--- src/rtl/fpu_addsub_arbiter.sv ---
// -----------------------------------------------------------------------------
// fpu_addsub_arbiter
//
// Purpose: lets two floating-point issue sources share one in-order add/sub
// unit. At most one operation is issued per cycle. The requester ID of each
// issued operation is pushed into an in-order tag FIFO. Each result returned by
// the unit pops the FIFO head, and that ID steers the response strobe.
//
// Configuration macro: FPU_ARB_RR_EN
//   defined   -> round-robin tie-break (the requester that is not last_grant wins)
//   undefined -> fixed priority (requester 0 always wins a tie)
//
// Ports:
//   i_clk, i_rst                    clock (rising edge), async active-high reset
//   i_reqX_valid / o_reqX_ready     request handshake, X = 0, 1
//   i_reqX_add_sub, i_reqX_a/_b     operation (0 = add, 1 = sub) and operands
//   o_fpu_valid, o_fpu_add_sub,
//   o_fpu_a, o_fpu_b                registered issue to the FP unit
//   i_fpu_valid, i_fpu_result       in-order result return from the FP unit
//   o_rsp0_valid, o_rsp1_valid      one-cycle response strobes, no backpressure
//   o_rsp_result                    response data shared by both strobes
//   o_busy                          tag FIFO non-empty
//   o_err                           sticky: a result arrived with no tag outstanding
//
// Handshake: an operation transfers in any cycle where valid && ready are both
// high. Ready depends only on the valids and registered state. It is never
// high without its valid, and it is never high on both ports at once. A pop in
// the same cycle does not free a slot for the current cycle.
// -----------------------------------------------------------------------------
module fpu_addsub_arbiter #(
    parameter int DEPTH = 4
) (
    input  logic        i_clk,
    input  logic        i_rst,
    input  logic        i_req0_valid,
    output logic        o_req0_ready,
    input  logic        i_req0_add_sub,
    input  logic [31:0] i_req0_a,
    input  logic [31:0] i_req0_b,
    input  logic        i_req1_valid,
    output logic        o_req1_ready,
    input  logic        i_req1_add_sub,
    input  logic [31:0] i_req1_a,
    input  logic [31:0] i_req1_b,
    output logic        o_fpu_valid,
    output logic        o_fpu_add_sub,
    output logic [31:0] o_fpu_a,
    output logic [31:0] o_fpu_b,
    input  logic        i_fpu_valid,
    input  logic [31:0] i_fpu_result,
    output logic        o_rsp0_valid,
    output logic        o_rsp1_valid,
    output logic [31:0] o_rsp_result,
    output logic        o_busy,
    output logic        o_err
);

    // A depth of 1 still needs a one-bit pointer. That pointer simply stays at 0.
    localparam int PTR_W = (DEPTH > 1) ? $clog2(DEPTH) : 1;
    localparam int CNT_W = $clog2(DEPTH + 1);
    localparam logic [CNT_W-1:0] CNT_FULL = CNT_W'(DEPTH);
    localparam logic [PTR_W-1:0] PTR_LAST = PTR_W'(DEPTH - 1);

    logic [PTR_W-1:0] wr_ptr_q, wr_ptr_d;
    logic [PTR_W-1:0] rd_ptr_q, rd_ptr_d;
    logic [CNT_W-1:0] count_q, count_d;
    logic [DEPTH-1:0] tag_q, tag_d;
    logic             last_grant_q, last_grant_d;
    logic             err_q, err_d;
    logic             fpu_valid_q, fpu_valid_d;
    logic             fpu_add_sub_q, fpu_add_sub_d;
    logic [31:0]      fpu_a_q, fpu_a_d;
    logic [31:0]      fpu_b_q, fpu_b_d;
    logic             rsp0_valid_q, rsp0_valid_d;
    logic             rsp1_valid_q, rsp1_valid_d;
    logic [31:0]      rsp_result_q, rsp_result_d;

    logic can_issue, tie_pick0, grant0, grant1, push, pop, pop_id;

    always_comb begin
        can_issue = (count_q != CNT_FULL);
`ifdef FPU_ARB_RR_EN
        tie_pick0 = last_grant_q;
`else
        // Fixed priority: requester 0 always wins. last_grant_q still appears
        // in the term, so the register is kept the same in both builds.
        tie_pick0 = 1'b1 | last_grant_q;
`endif
        grant0 = can_issue & i_req0_valid & (~i_req1_valid | tie_pick0);
        grant1 = can_issue & i_req1_valid & (~i_req0_valid | ~tie_pick0);
        push   = grant0 | grant1;
        pop    = i_fpu_valid & (count_q != '0);
        pop_id = tag_q[rd_ptr_q];
    end

    assign o_req0_ready = grant0;
    assign o_req1_ready = grant1;

    always_comb begin
        wr_ptr_d      = wr_ptr_q;
        rd_ptr_d      = rd_ptr_q;
        count_d       = count_q;
        tag_d         = tag_q;
        last_grant_d  = last_grant_q;
        err_d         = err_q;
        fpu_valid_d   = push;
        fpu_add_sub_d = fpu_add_sub_q;
        fpu_a_d       = fpu_a_q;
        fpu_b_d       = fpu_b_q;
        rsp0_valid_d  = pop & ~pop_id;
        rsp1_valid_d  = pop & pop_id;
        rsp_result_d  = rsp_result_q;

        if (push) begin
            fpu_add_sub_d   = grant1 ? i_req1_add_sub : i_req0_add_sub;
            fpu_a_d         = grant1 ? i_req1_a : i_req0_a;
            fpu_b_d         = grant1 ? i_req1_b : i_req0_b;
            tag_d[wr_ptr_q] = grant1;
            last_grant_d    = grant1;
            wr_ptr_d        = (wr_ptr_q == PTR_LAST) ? '0 : wr_ptr_q + 1'b1;
        end

        if (pop) begin
            rsp_result_d = i_fpu_result;
            rd_ptr_d     = (rd_ptr_q == PTR_LAST) ? '0 : rd_ptr_q + 1'b1;
        end

        // A result with nothing outstanding leaves the FIFO unchanged and is only flagged.
        if (i_fpu_valid && count_q == '0) begin
            err_d = 1'b1;
        end

        if (push && !pop) begin
            count_d = count_q + 1'b1;
        end else if (pop && !push) begin
            count_d = count_q - 1'b1;
        end
    end

    always_ff @(posedge i_clk or posedge i_rst) begin
        if (i_rst) begin
            wr_ptr_q      <= '0;
            rd_ptr_q      <= '0;
            count_q       <= '0;
            tag_q         <= '0;
            last_grant_q  <= 1'b1;
            err_q         <= 1'b0;
            fpu_valid_q   <= 1'b0;
            fpu_add_sub_q <= 1'b0;
            fpu_a_q       <= '0;
            fpu_b_q       <= '0;
            rsp0_valid_q  <= 1'b0;
            rsp1_valid_q  <= 1'b0;
            rsp_result_q  <= '0;
        end else begin
            wr_ptr_q      <= wr_ptr_d;
            rd_ptr_q      <= rd_ptr_d;
            count_q       <= count_d;
            tag_q         <= tag_d;
            last_grant_q  <= last_grant_d;
            err_q         <= err_d;
            fpu_valid_q   <= fpu_valid_d;
            fpu_add_sub_q <= fpu_add_sub_d;
            fpu_a_q       <= fpu_a_d;
            fpu_b_q       <= fpu_b_d;
            rsp0_valid_q  <= rsp0_valid_d;
            rsp1_valid_q  <= rsp1_valid_d;
            rsp_result_q  <= rsp_result_d;
        end
    end

    assign o_fpu_valid   = fpu_valid_q;
    assign o_fpu_add_sub = fpu_add_sub_q;
    assign o_fpu_a       = fpu_a_q;
    assign o_fpu_b       = fpu_b_q;
    assign o_rsp0_valid  = rsp0_valid_q;
    assign o_rsp1_valid  = rsp1_valid_q;
    assign o_rsp_result  = rsp_result_q;
    assign o_busy        = (count_q != '0);
    assign o_err         = err_q;

endmodule
--- config.mk ---
export PLATFORM = sky130hd
export DESIGN_NAME = fpu_addsub_arbiter
export DESIGN_NICKNAME = d
export VERILOG_FILES = /design/src/rtl/fpu_addsub_arbiter.sv
export SDC_FILE = /design/constraint.sdc
export NUM_CORES = 1
export LEC_CHECK = 0
export CORE_AREA = 2 2 104 106
export CTS_BUF_LIST = sky130_fd_sc_hd__clkbuf_8 sky130_fd_sc_hd__clkbuf_16
export DETAILED_ROUTE_END_ITERATION = 10
export DIE_AREA = 0 0 106 108
export DONT_BUFFER_PORTS = 1
export PLACE_DENSITY = 0.73
export SLEW_MARGIN = 10
export SYNTH_ARGS = -nofsm -noshare
export SYNTH_HDL_FRONTEND = slang
export SYNTH_SLANG_ARGS = --single-unit
--- constraint.sdc ---
create_clock -name i_clk -period 4.6 [get_ports i_clk]
set_input_delay 0.69 -clock i_clk [delete_from_list [all_inputs] [get_ports i_clk]]
set_output_delay 0.69 -clock i_clk [all_outputs]
set_load 0.05 [all_outputs]
==> results.txt, run 1 <==
status: complete, no violations
LEAKAGE: 0.002337 uW
Die W: 106 microns
relative slew slack: 35.10%
initial antenna violation count: 0
most frequent cells in the layout: mux2_2 (144), dfrtp_1 (112), mux2_4 (19)
commonest non-fill, non-tap cell in the layout: mux2_2
GR peak layer: met2
minimum clock period: 2.656 ns
count of final hold-check violations: 0
root buffer cell: clkbuf_8
RR Endpoint: count_q[2]
ys flop type: dfrtp_1
die area: 11450 sq um
#FFs+latches synth: 112
Bufs and invs on worst path: 0
met1 Use GR: 20.13%
layout cells sized above 1: 55.65%
Post-route DRC: 0
drt pass-1 iters: 4
DR vias: 2728
RSZ-0062 raised after global routing: false
Die Y: 108 microns
synthesized net count: 510
Pwr per Cell Area: 744.7 nW/um^2
Cells after DPL: 456
fin cells: 472
CORE AREA: 10230 sq um
Worst-Margin Slew: 0.9735 ns
# clock sinks: 112
met2 Use GR: 30.88%
post-cts sizing count: 0
Port Buf Inserts: 0
FF-to-FF setup slack: 2.12 ns
CTS buffer count: 9
fmax: 0.3765 GHz
clock latency on the worst-skew pair: 0.36 ns
TNS Setup: 0 ns
Setup Buffers After CTS: 0
Max Cap Violations: 0
Synthesis Warnings: 0
crit-path cells: or3b_1, nor2b_1
Final nets: 505
WL final: 9978 microns
P&R area growth vs syn: 5.553%
vias per std cell: 5.780
CTS clk-pin slew, worst paths: 0.10 ns
TritonCTS clock tree: done
Peak VDD IR: 0.3431 mV
crit path max-delay cell type: nor2b_1
Starting Density: 50.65%
met3 usage: 5.546%
Critical Path RT: 3.91 ns
Placer Congestion: 0.7394
Worst Clk Skew: 0.01143 ns
sequential fraction of the synthesis area: 54.08%
Crit. Startpoint: count_q[2]
Register Area: 2803 sq um
startpoint types: register
Max FO, Critical Path: 10
Fillers: 811
largest net degree at the start of global routing: 74
detailed placement HPWL: 7320 microns
Final Max Slew Viols: 0
worst min path class: in2async
Worst Setup End Kind: output port
CP arrival: 1.97 ns
Final Cycle Share: 57.73%
multi-input combinational cell area: 2228 sq um
Gate Count Post-Synth: 336
row count: 37
delay-heaviest family, CP: simple AND/OR/NAND/NOR gates
ys async rst share: 100.0%
Synth area leaders: dfrtp_1 (54%), mux2_2 (31%), mux2_4 (5.5%), ha_1 (1.4%), buf_2 (0.87%)
antenna diode count: 0
Avg Inst Size Synth: 15.42 sq um
vias in the first global route: 2883
Worst Reg-to-Reg Cells: 8
H-tree depth: 3
Distinct cells, synth: 27
initial drt markers: 91
# hold bufs at CTS: 0
final setup violation count: 0
GRT Overall Usage: 17.43%
DRT antenna net count: 0
GR Overflow Total: 0
Post-synth EDFFs: 0
Max Root-Sink Buffers: 2
Reg-to-Reg Start: count_q[0]
area of the mapped netlist: 5182 sq um
Synth top area share: 54.08%
Max stage delay on crit path: 0.82 ns
first-pass GRT wire length: 15390 microns
io pins: 271
Worst Path Class, Setup: reg2out
Yosys top cell by area: dfrtp_1
DR WL/cell: 21.14 microns
[worst reg2reg max path, stage by stage, from the launching register on]
cell and delay [ns]:
dfrtp_1 0.44, or3_1 0.65, nand2_1 0.19, ha_1 0.20, inv_1 0.06, fa_1 0.38
xor2_1 0.17, nor2_1 0.12, xor2_1 0.18
[per-layer routing]
| layer | wire length [microns] | vias to the layer above |
|---|---|---|
| met2 | 5387 | 157 |
| met1 | 3604 | 1364 |
| met5 | 0 | - |
| met4 | 204 | 0 |
| met3 | 780 | 17 |
| li1 | - | 1190 |
[synth_stat cells, drive strengths merged (2+ instances only)]
cell and number:
a31oi 7, ha 6, nor2 4, xor2 2
buf 17, dfrtp 112, mux2 167, clkbuf 3
inv 5
[area by class of cell]
type                       count  share of cell area (%)
sequential                   112                   51.24
multi-input combinational    199                   40.74
tap                          136                   3.111
clock buffer                   9                   2.264
clock inverter                 7                   1.715
timing repair buffer           4                  0.5489
inverter                       5                  0.3888
[cell families (layout without fill, tap and decap cells)]
family	count (synthesis)	after routing	synth area share [%]
mux	168	168	38.10
compound gates	10	10	1.231
fa+ha+maj	7	7	1.835
xor+xnor	3	3	0.5071
flops	112	112	54.08
buf+inv	25	25	3.114
simple gates	11	11	1.135
[through the flow]
step	util, %	area (sq um)	power (uW)	hold slack, ns	setup slack, ns
after global routing	53.47	5470	4267	0.3893	1.790
after detailed placement	51.34	5253	3485	0.5013	2.098
final	53.47	5470	4074	0.3696	1.944
after floorplan	-	5182	3310	0.4460	0.9510
after global placement	51.34	5253	3426	0.4646	2.258
after CTS	53.47	5470	4120	0.3940	1.907
[registers in the layout (all words and copies together), names as in the netlist]
name	count
o_fpu_a	32
o_fpu_b	32
o_rsp_result	32
tag_q	4
count_q	3
rd_ptr_q	2
wr_ptr_q	2
o_err	1
o_fpu_add_sub	1
o_fpu_valid	1
o_rsp0_valid	1
o_rsp1_valid	1
[worst max-delay path by stage]
stage	to	slack (ns)	cells after the start
after floorplan	count_q[0]	0.95	1
after global placement	count_q[2]	2.26	8
after detailed placement	count_q[2]	2.10	8
after CTS	o_req1_ready	1.91	2
after global routing	o_req1_ready	1.79	2
final	o_req1_ready	1.94	2
[power breakdown]
part / total, uW / switching (uW) / internal [uW]
clock network: 629 / 322 / 307
logic: 832 / 345 / 487
registers: 2610 / 1310 / 1310
total: 4070 / 1970 / 2100
(Power assumes the default switching activity.)
==> run 2, diff against run 1 <==
Clock period 4.6 ns to 2.6 ns, I/O delays scaled along.
==> results.txt, run 2 (same netlist as run 1, synthesis figures left out) <==
P&R area growth vs syn: 6.036%
minimum clock period: 2.272 ns
DR WL/cell: 20.22 microns
FF-to-FF setup slack: 0.33 ns
largest net degree at the start of global routing: 69
Final Cycle Share: 87.38%
Final Util: 53.71%
CTS clk-pin slew, worst paths: 0.11 ns
startpoint types: register
Starting Density: 50.65%
RR Endpoint: count_q[1]
DR vias: 2676
vias in the first global route: 2796
detailed placement HPWL: 7109 microns
Worst Path Class, Setup: reg2reg
clock latency on the worst-skew pair: 0.37 ns
most frequent cells in the layout: mux2_2 (144), dfrtp_1 (112), mux2_4 (19)
Pwr per Cell Area: 1284 nW/um^2
antenna diode count: 0
count of final hold-check violations: 0
sequential cell fraction of total power: 65.4%
worst hold start: i_req0_valid
fin cells: 478
vias per std cell: 5.598
LEAKAGE: 0.002350 uW
CP arrival: 2.53 ns
RSZ-0062 raised after global routing: false
drt pass-1 iters: 6
Fillers: 833
first-pass GRT wire length: 14840 microns
Max Cap Violations: 0
Peak VDD IR: 0.6627 mV
WL final: 9665 microns
die area: 11450 sq um
final setup violation count: 0
Crit. Startpoint: count_q[0]
switching power total: 3512 uW
Max Root-Sink Buffers: 2
GRT Overall Usage: 16.70%
Internal: 3544 uW
Worst Clk Skew: 0.01673 ns
TritonCTS clock tree: done
relative slew slack: 38.19%
Placer Congestion: 0.7440
Final Max Slew Viols: 0
hold path depth: 1
H-tree depth: 3
Worst-Margin Slew: 0.9272 ns
initial drt markers: 104
row count: 37
TNS Setup: 0 ns
fmax: 0.4401 GHz
Post-route DRC: 0
switching share of total power: 49.78%
Worst Setup End Kind: register
Die Y: 108 microns
Port Buf Inserts: 0
Cells after DPL: 461
worst min path class: in2reg
# clock sinks: 112
Clk pwr share: 13.7%
initial antenna violation count: 0
CP endpoint: count_q[1]
Worst Reg-to-Reg Cells: 6
Final nets: 511
DRT antenna net count: 0
CTS buffer count: 9
GR Overflow Total: 0
Critical Path RT: 2.85 ns
Die W: 106 microns
io pins: 271
Gate power share: 20.9%
commonest non-fill, non-tap cell in the layout: mux2_2
Max FO, Critical Path: 10
root buffer cell: clkbuf_8
layout cells sized above 1: 56.14%
CORE AREA: 10230 sq um
status: complete, no violations
Reg-to-Reg Start: count_q[0]
-- run 2: cell types whose count changed in the layout (fill, tap and decap cells not counted), sizes merged --
cell | before | now
buf | 4 | 9
bufinv | 2 | 0
clkinvlp | 2 | 3
dlygate4sd3 | 0 | 1
inv | 6 | 7
-- run 2: area by class of cell --
type	count	area (sq um)	share of cell area [%]
Clock buffer	9	123.9	2.254
Clock inverter	7	55.05	1.002
Inverter	5	22.52	0.4098
Multi-Input combinational cell	199	2231	40.60
Sequential cell	112	2803	51.00
Tap cell	136	170.2	3.097
Timing Repair Buffer	10	90.09	1.639
-- run 2: routing by layer --
metal | GRT usage, % | vias to the layer above | routed length (microns)
met5 | 0 | - | 0
met4 | 6.955 | 0 | 170
met3 | 4.882 | 13 | 693
met2 | 27.28 | 146 | 5020
met1 | 20.95 | 1325 | 3780
li1 | - | 1192 | -
-- run 2: power groups by stage --
stage | logic [uW] | registers, uW | clock network (uW)
floorplan | 1360 | 4500 | 0
global placement | 1430 | 4650 | 0
detailed placement | 1490 | 4660 | 0
CTS | 1490 | 4630 | 1000
global route | 1610 | 4690 | 1080
finish | 1470 | 4620 | 965
-- run 2: through the flow --
stage / total power [uW] / setup WS [ns] / instance area, sq um / hold WS, ns
2_1_floorplan: 5860 / 0.09023 / 5190 / 0.4460
3_3_place_gp: 6078 / 0.4321 / 5306 / 0.3054
3_5_place_dp: 6153 / 0.3556 / 5306 / 0.3060
4_1_cts: 7129 / 0.3384 / 5495 / 0.09060
5_1_grt: 7385 / 0.2196 / 5495 / 0.09151
6_report: 7056 / 0.3280 / 5495 / 0.1154
-- run 2: repair_timing --
item                                   CTS  global route
resized for setup                        0             0
hold buffers                             1             0
setup buffers                            0             0
endpoints found under the hold margin   19             0
-- run 2: worst min-delay path by stage --
| stage | end | slack (ns) |
|---|---|---|
| floorplan | count_q[2] | 0.45 |
| global placement | o_rsp_result[29] | 0.31 |
| detailed placement | o_rsp_result[30] | 0.31 |
| CTS | tag_q[1] | 0.09 |
| global route | tag_q[0] | 0.09 |
| finish | tag_q[0] | 0.12 |
-- run 2: critical path, stage by stage (launching register included) --
cell and delay [ns]:
dfrtp_1 0.44, or3b_1 0.56, o21a_4 0.19, ha_1 0.22
inv_1 0.08, fa_1 0.40, mux2_2 0.27
==> run 3, diff against run 2 <==
Settings changed: CAP_MARGIN set to 20.
==> results of run 3 <==
The final DEF is identical to that of run 2; final timing and power are the same.
